[src/rtl/coin_acceptor.sv]
// coin_acceptor
// Front-end for the vending machine's coin mechanism. It synchronises and
// debounces the raw optical coin-sense line, then measures how many cycles a
// coin blocks the beam to classify its denomination. It sits directly upstream
// of the vending controller.
//   - Valid coins load a code on `coin` and raise one `drop_coin` strobe.
//   - Invalid coins, coins seen while disabled, and jams are diverted with a
//     `coin_return` strobe.
//
// Ports
//   clk          system clock
//   reset        synchronous, active-high reset
//   coin_sense   raw asynchronous sensor, high while a coin blocks the beam
//   accept_en    controller is accepting money; sampled at the coin's rising edge
//   coin[1:0]    denomination code: 0=10, 1=20, 3=50, 2=100
//   drop_coin    STROBE_LEN-cycle strobe for an accepted coin
//   coin_return  STROBE_LEN-cycle strobe for a coin sent to the return chute
//   jam          sensor blocked longer than the counter range
//   busy         FSM is not idle
//
// Optional build macro COIN_AUDIT_EN adds these saturating 16-bit counters,
// which only reset clears:
//   audit_cnt10 / audit_cnt20 / audit_cnt50 / audit_cnt100  accepted coins
//   audit_rej                                               returned coins
//
// state    | meaning
// ---------+---------------------------------------------------------------
// IDLE     | waiting for a fresh debounced rise
// MEASURE  | coin blocking the beam, counting its width
// CLASSIFY | one cycle to decide between accept and reject
// ACCEPT   | drop_coin strobe
// REJECT   | coin_return strobe
// JAM      | width counter saturated; wait for the sensor to clear
// LOCKOUT  | GAP_CYCLES dead time after any strobe

module coin_acceptor #(
    parameter int DEB_CYCLES = 4,
    parameter int CNT_W      = 8,
    parameter int STROBE_LEN = 2,
    parameter int GAP_CYCLES = 16
) (
    input  logic       clk,
    input  logic       reset,
    input  logic       coin_sense,
    input  logic       accept_en,
    output logic [1:0] coin,
    output logic       drop_coin,
    output logic       coin_return,
    output logic       jam,
    output logic       busy
`ifdef COIN_AUDIT_EN
    ,
    output logic [15:0] audit_cnt10,
    output logic [15:0] audit_cnt20,
    output logic [15:0] audit_cnt50,
    output logic [15:0] audit_cnt100,
    output logic [15:0] audit_rej
`endif
);

    localparam int TMR_MAX = (GAP_CYCLES > STROBE_LEN) ? GAP_CYCLES : STROBE_LEN;
    localparam int TMR_W   = (TMR_MAX > 1) ? $clog2(TMR_MAX) : 1;
    localparam int DB_W    = (DEB_CYCLES > 1) ? $clog2(DEB_CYCLES) : 1;
    localparam logic [CNT_W-1:0] CNT_SAT = '1;
    localparam logic [CNT_W-1:0] CNT_PRE = {{(CNT_W-1){1'b1}}, 1'b0};

    typedef enum logic [2:0] {
        S_IDLE,
        S_MEASURE,
        S_CLASSIFY,
        S_ACCEPT,
        S_REJECT,
        S_JAM,
        S_LOCKOUT
    } state_t;

    state_t state, state_next;

    logic            sync1, sync2;
    logic [1:0]      sync_fill;
    logic            sense_db, db_prev, armed;
    logic [DB_W-1:0] db_cnt;
    logic            db_rise;

    logic [CNT_W-1:0] cnt;
    logic [TMR_W-1:0] tmr;
    logic             en_lat;

    logic       cnt_start, cnt_inc, tmr_ld_strobe, tmr_ld_gap, coin_ld;
    logic       in_window;
    logic [1:0] win_code;

    // Synchroniser and debouncer. Both edges see the same delay, so the width
    // seen on sense_db equals the raw width.
    always_ff @(posedge clk) begin
        if (reset) begin
            sync1    <= 1'b0;
            sync2    <= 1'b0;
            sync_fill <= 2'b00;
            sense_db <= 1'b0;
            db_prev  <= 1'b0;
            db_cnt   <= '0;
            armed    <= 1'b0;
        end else begin
            sync1     <= coin_sense;
            sync2     <= sync1;
            sync_fill <= {sync_fill[0], 1'b1};
            db_prev   <= sense_db;
            if (sync2 != sense_db) begin
                if (db_cnt == DB_W'(DEB_CYCLES - 1)) begin
                    sense_db <= sync2;
                    db_cnt   <= '0;
                end else begin
                    db_cnt <= db_cnt + 1'b1;
                end
            end else begin
                db_cnt <= '0;
            end
            // A coin still in the beam across a reset must not be measured:
            // rises count only once the line has been seen clear.
            if (sync_fill[1] && !sync2)
                armed <= 1'b1;
        end
    end

    assign db_rise = sense_db & ~db_prev & armed;

    // Width windows: 10:[8,15] 20:[16,31] 50:[32,63] 100:[64,127]
    always_comb begin
        in_window = 1'b1;
        win_code  = 2'd0;
        if (cnt < CNT_W'(8))
            in_window = 1'b0;
        else if (cnt < CNT_W'(16))
            win_code = 2'd0;
        else if (cnt < CNT_W'(32))
            win_code = 2'd1;
        else if (cnt < CNT_W'(64))
            win_code = 2'd3;
        else if (cnt < CNT_W'(128))
            win_code = 2'd2;
        else
            in_window = 1'b0;
    end

    always_ff @(posedge clk) begin
        if (reset)
            state <= S_IDLE;
        else
            state <= state_next;
    end

    always_comb begin
        state_next    = state;
        cnt_start     = 1'b0;
        cnt_inc       = 1'b0;
        tmr_ld_strobe = 1'b0;
        tmr_ld_gap    = 1'b0;
        coin_ld       = 1'b0;
        drop_coin     = 1'b0;
        coin_return   = 1'b0;
        jam           = 1'b0;
        busy          = (state != S_IDLE);
        case (state)
            S_IDLE: begin
                if (db_rise) begin
                    state_next = S_MEASURE;
                    cnt_start  = 1'b1;
                end
            end
            S_MEASURE: begin
                if (!sense_db) begin
                    state_next = S_CLASSIFY;
                    // Loading coin on the fall puts the code out one cycle
                    // ahead of drop_coin.
                    coin_ld    = en_lat & in_window;
                end else begin
                    cnt_inc = 1'b1;
                    if (cnt == CNT_PRE)
                        state_next = S_JAM;
                end
            end
            S_CLASSIFY: begin
                tmr_ld_strobe = 1'b1;
                state_next    = (en_lat && in_window) ? S_ACCEPT : S_REJECT;
            end
            S_ACCEPT: begin
                drop_coin = 1'b1;
                if (tmr == '0) begin
                    state_next = S_LOCKOUT;
                    tmr_ld_gap = 1'b1;
                end
            end
            S_REJECT: begin
                coin_return = 1'b1;
                if (tmr == '0) begin
                    state_next = S_LOCKOUT;
                    tmr_ld_gap = 1'b1;
                end
            end
            S_JAM: begin
                jam = sense_db;
                if (!sense_db) begin
                    state_next    = S_REJECT;
                    tmr_ld_strobe = 1'b1;
                end
            end
            S_LOCKOUT: begin
                if (tmr == '0)
                    state_next = S_IDLE;
            end
            default: state_next = S_IDLE;
        endcase
    end

    always_ff @(posedge clk) begin
        if (reset) begin
            cnt    <= '0;
            tmr    <= '0;
            en_lat <= 1'b0;
            coin   <= 2'd0;
        end else begin
            if (cnt_start) begin
                cnt    <= CNT_W'(1);
                en_lat <= accept_en;
            end else if (cnt_inc && cnt != CNT_SAT) begin
                cnt <= cnt + 1'b1;
            end

            if (tmr_ld_strobe)
                tmr <= TMR_W'(STROBE_LEN - 1);
            else if (tmr_ld_gap)
                tmr <= TMR_W'(GAP_CYCLES - 1);
            else if (tmr != '0)
                tmr <= tmr - 1'b1;

            if (coin_ld)
                coin <= win_code;
        end
    end

`ifdef COIN_AUDIT_EN
    logic drop_q, ret_q;

    always_ff @(posedge clk) begin
        if (reset) begin
            drop_q       <= 1'b0;
            ret_q        <= 1'b0;
            audit_cnt10  <= '0;
            audit_cnt20  <= '0;
            audit_cnt50  <= '0;
            audit_cnt100 <= '0;
            audit_rej    <= '0;
        end else begin
            drop_q <= drop_coin;
            ret_q  <= coin_return;
            if (drop_coin && !drop_q) begin
                case (coin)
                    2'd0:    if (audit_cnt10  != 16'hFFFF) audit_cnt10  <= audit_cnt10  + 1'b1;
                    2'd1:    if (audit_cnt20  != 16'hFFFF) audit_cnt20  <= audit_cnt20  + 1'b1;
                    2'd3:    if (audit_cnt50  != 16'hFFFF) audit_cnt50  <= audit_cnt50  + 1'b1;
                    default: if (audit_cnt100 != 16'hFFFF) audit_cnt100 <= audit_cnt100 + 1'b1;
                endcase
            end
            if (coin_return && !ret_q && audit_rej != 16'hFFFF)
                audit_rej <= audit_rej + 1'b1;
        end
    end
`endif

endmodule
[config.mk]
export PLATFORM = sky130hd
export DESIGN_NAME = coin_acceptor
export DESIGN_NICKNAME = d
export VERILOG_FILES = /design/src/rtl/coin_acceptor.sv
export SDC_FILE = /design/constraint.sdc
export NUM_CORES = 1
export LEC_CHECK = 0
export CAP_MARGIN = 10
export CORE_MARGIN = 4
export CORE_UTILIZATION = 40
export DETAILED_ROUTE_END_ITERATION = 12
export PLACE_DENSITY = 0.68
export SYNTH_ARGS = -nofsm -noshare
export SYNTH_HDL_FRONTEND = slang
export SYNTH_SLANG_ARGS = --single-unit
[constraint.sdc]
create_clock -name clk -period 1.51 [get_ports clk]
set_input_delay 0.2265 -clock clk [delete_from_list [all_inputs] [get_ports clk]]
set_output_delay 0.2265 -clock clk [all_outputs]
set_load 0.005 [all_outputs]
==> impl_metrics.json <==
{
  "r2r_slack_ns": 0.004,
  "clock_latency_ns": 0.29,
  "cp.required_ns": 1.74,
  "synth_cells": 166,
  "antenna_left": 0,
  "grt_overflow": 0,
  "async_flop_share_pct": 0,
  "num-nets-final": 214,
  "clkSinkCount": 27,
  "cp_max_fo": 3,
  "min_from": "db_cnt[0]",
  "pre_cts_slack_ns": -0.1226,
  "syn_avg_cell_area_um2": 8.985,
  "tightest_slew_ns": 0.3510,
  "layout-drive-gt1-share_pct": 42.16,
  "dp_cells": 236,
  "yosysSeqAreaShare_pct": 36.24,
  "relSlewSlack_pct": 76.57,
  "yosys.cell_types.count": 49,
  "dpl.hpwl_um": 2416,
  "antenna_cells": 0,
  "vias_per_cell": 5.404,
  "finalNonFillerCells": 250,
  "cts.clk_slew.worst_paths_ns": 0.10,
  "drv_cap": 0,
  "ctsRootBufferMaster": "clkbuf_8",
  "htreeDepth": 1,
  "r2r_cells": 7,
  "die-area_um2": 4769,
  "dieHeight_um": 69.06,
  "p_per_area_nw_per_um2": 1215,
  "grt_pass1_vias": 1321,
  "fin_crit_ns": 1.506,
  "skew_ns": 0.006245,
  "antenna_found_initial": 0,
  "syn2layout_area_growth_pct": 42.20,
  "groute.usage.overall_pct": 14.97,
  "worst_slack_ns": 0.004202,
  "min_to": "db_cnt[0]",
  "tns_ns": 0,
  "wl_per_cell_um": 14.52,
  "syn_area_um2": 1491,
  "nFillCells": 300,
  "tritoncts": "built",
  "worstSetupPathType": "reg2reg",
  "fp.coreArea_um2": 3468,
  "hold_violations": 0,
  "final_core_util_pct": 61.15,
  "drc": 0,
  "worstHoldPathType": "reg2reg",
  "hold_buffers": 0,
  "die_x_um": 69.06,
  "start_kind": "flop",
  "cp_slowest_cell": "dfxtp_2",
  "cts_buffer_depth": 2,
  "fin_crit_sh_pct": 99.72,
  "leakage_nw": 0.7828,
  "via_count": 1351,
  "numCtsBuffers": 3,
  "crit_arrival_ns": 1.74,
  "syn_nets": 175,
  "setup_viol": 0,
  "drt_iter0_drc": 34,
  "grt_max_degree": 18,
  "path_cells": "inv_2 -> ha_4 -> buf_4 -> nor3b_4 -> maj3_2 -> o32a_1 -> a21oi_1",
  "grt_pass1_wl_um": 5892,
  "synth_ff_type": "dfxtp_1",
  "slowest_delay_ns": 0.35,
  "ir_drop_mv": 0.5971,
  "fmax_mhz": 664.1,
  "status": "complete, no violations",
  "ys_seq_elements": 27,
  "firstDrtPassIters": 4,
  "drv_slew": 0,
  "cp-end-kind": "flop",
  "yosysWarnings": 0,
  "gp_congestion": 0.8408,
  "synth_edf_count": 0,
  "hold_depth": 1,
  "wirelength_um": 3630,
  "io_buffer_count": 9,
  "ios": 10,
  "r2r-start": "tmr[1]",
  "initial_utilization_pct": 43.00,
  "rows": 21,
  "r2r_end": "tmr[3]",
  "rsz0062_at_grt": "yes"
}
-- worst max path at each step --
stage,to,start,slack [ns],cells past startpoint
finish,tmr[3],tmr[1],0.004,7
global route,tmr[1],tmr[1],-0.10,6
CTS,coin[0],sense_db,-0.06,4
detailed placement,coin[0],state[0],-0.12,4
global placement,cnt[7],state[0],-0.07,5
floorplan,tmr[1],tmr[0],0.002,7
-- cell type report --
class                           count  area (um^2)  area share, %
Clock buffer                        3        41.29          1.947
Clock inverter                      1        8.758         0.4130
Inverter                            9        36.28          1.711
Multi-Input combinational cell    120         1046          49.32
Sequential cell                    27        561.8          26.49
Tap cell                           46        57.56          2.714
Timing Repair Buffer               44        369.1          17.40
-- cells in the mapped netlist (all sizes together) (2+ instances only) --
cell	count	area [um^2]
a2111oi	4	53.80
a211oi	2	15.01
a21oi	10	50.05
a31o	2	17.52
and3b	2	17.52
and4	2	17.52
buf	8	48.80
clkbuf	2	7.510
dfxtp	27	540.5
ha	5	62.56
inv	9	33.78
mux2i	5	50.05
nand2	3	11.26
nand2b	5	31.28
nand3	6	30.03
nand4	3	18.77
nor2	19	71.32
nor2b	5	31.28
nor3	3	20.02
nor3b	3	22.52
nor4	4	31.28
o211ai	3	22.52
o21ai	7	38.79
o31ai	2	15.01
or3	3	18.77
or3b	2	17.52
xnor2	6	52.55
-- critical path, delay by kind of cell, from the launching register on --
family / cells / cell delay, ns
simple gates: 1 / 0.15
flops: 1 / 0.35
fa+ha+maj: 2 / 0.46
compound gates: 2 / 0.32
buf+inv: 2 / 0.18
-- repair_timing --
item / CTS / global route
endpoints found under the setup margin: 20 / 19
gates resized for setup: 36 / 27
buffers inserted: 6 / 4
pin swaps: 7 / 9
-- power breakdown --
| group | switching [mW] | internal (mW) |
|---|---|---|
| Clock | 0.257 | 0.195 |
| Sequential | 0.0887 | 0.794 |
| Combinational | 0.538 | 0.703 |
-- cells by family (layout without fill, tap and decap cells) --
| family | after synthesis | count (layout) | share of synthesized area [%] |
|---|---|---|---|
| simple gates | 66 | 66 | 27.52 |
| compound gates | 36 | 36 | 17.87 |
| flops | 27 | 27 | 36.24 |
| buf+inv | 19 | 57 | 6.041 |
| xor+xnor | 7 | 7 | 4.111 |
| fa+ha+maj | 6 | 6 | 4.866 |
| mux | 5 | 5 | 3.356 |
-- layer usage --
metal	vias to the layer above	part of all wire [%]	global-route usage, %
met1	630	46	18.33
met3	5	3.6	3.343
met2	34	49	25.42
li1	682	-	-
met5	-	0	0
met4	0	1.3	5.640
-- state kept, by name, indices dropped and copies added (netlist names) --
register,flops
db_cnt,2
tmr,4
state,3
sync_fill,2
db_prev,1
cnt,8
sync2,1
armed,1
sense_db,1
en_lat,1
coin,2
sync1,1
-- stage by stage --
stage / power [mW] / cell area [um^2] / hold WS [ns]
final: 2.576 / 2121 / 0.4261
after global routing: 2.730 / 2121 / 0.4554
after CTS: 2.424 / 2007 / 0.4309
after detailed placement: 1.785 / 1782 / 0.4152
after global placement: 1.747 / 1782 / 0.4049
after floorplan: 1.480 / 1505 / 0.2981
-- cell usage in the layout (no fill, tap or decap), types with 3 or more instances in the layout --
cell             Yosys  routed
dfxtp_2              0       5
xnor2_1              6       6
dfxtp_1             27      18
nand3_1              6       6
clkbuf_8             0       3
inv_1                6       4
nand2b_1             5       5
nor2_1              19      18
nand4_1              3       3
a2111oi_4            0       3
a21oi_1             10       8
buf_6                1       7
dfxtp_4              0       4
buf_4                1      28
nor2b_1              5       5
inv_2                3       4
ha_1                 5       3
o211ai_1             3       3
clkdlybuf4s50_1      0       5
mux2i_1              5       5
(Power assumes the default switching activity.)
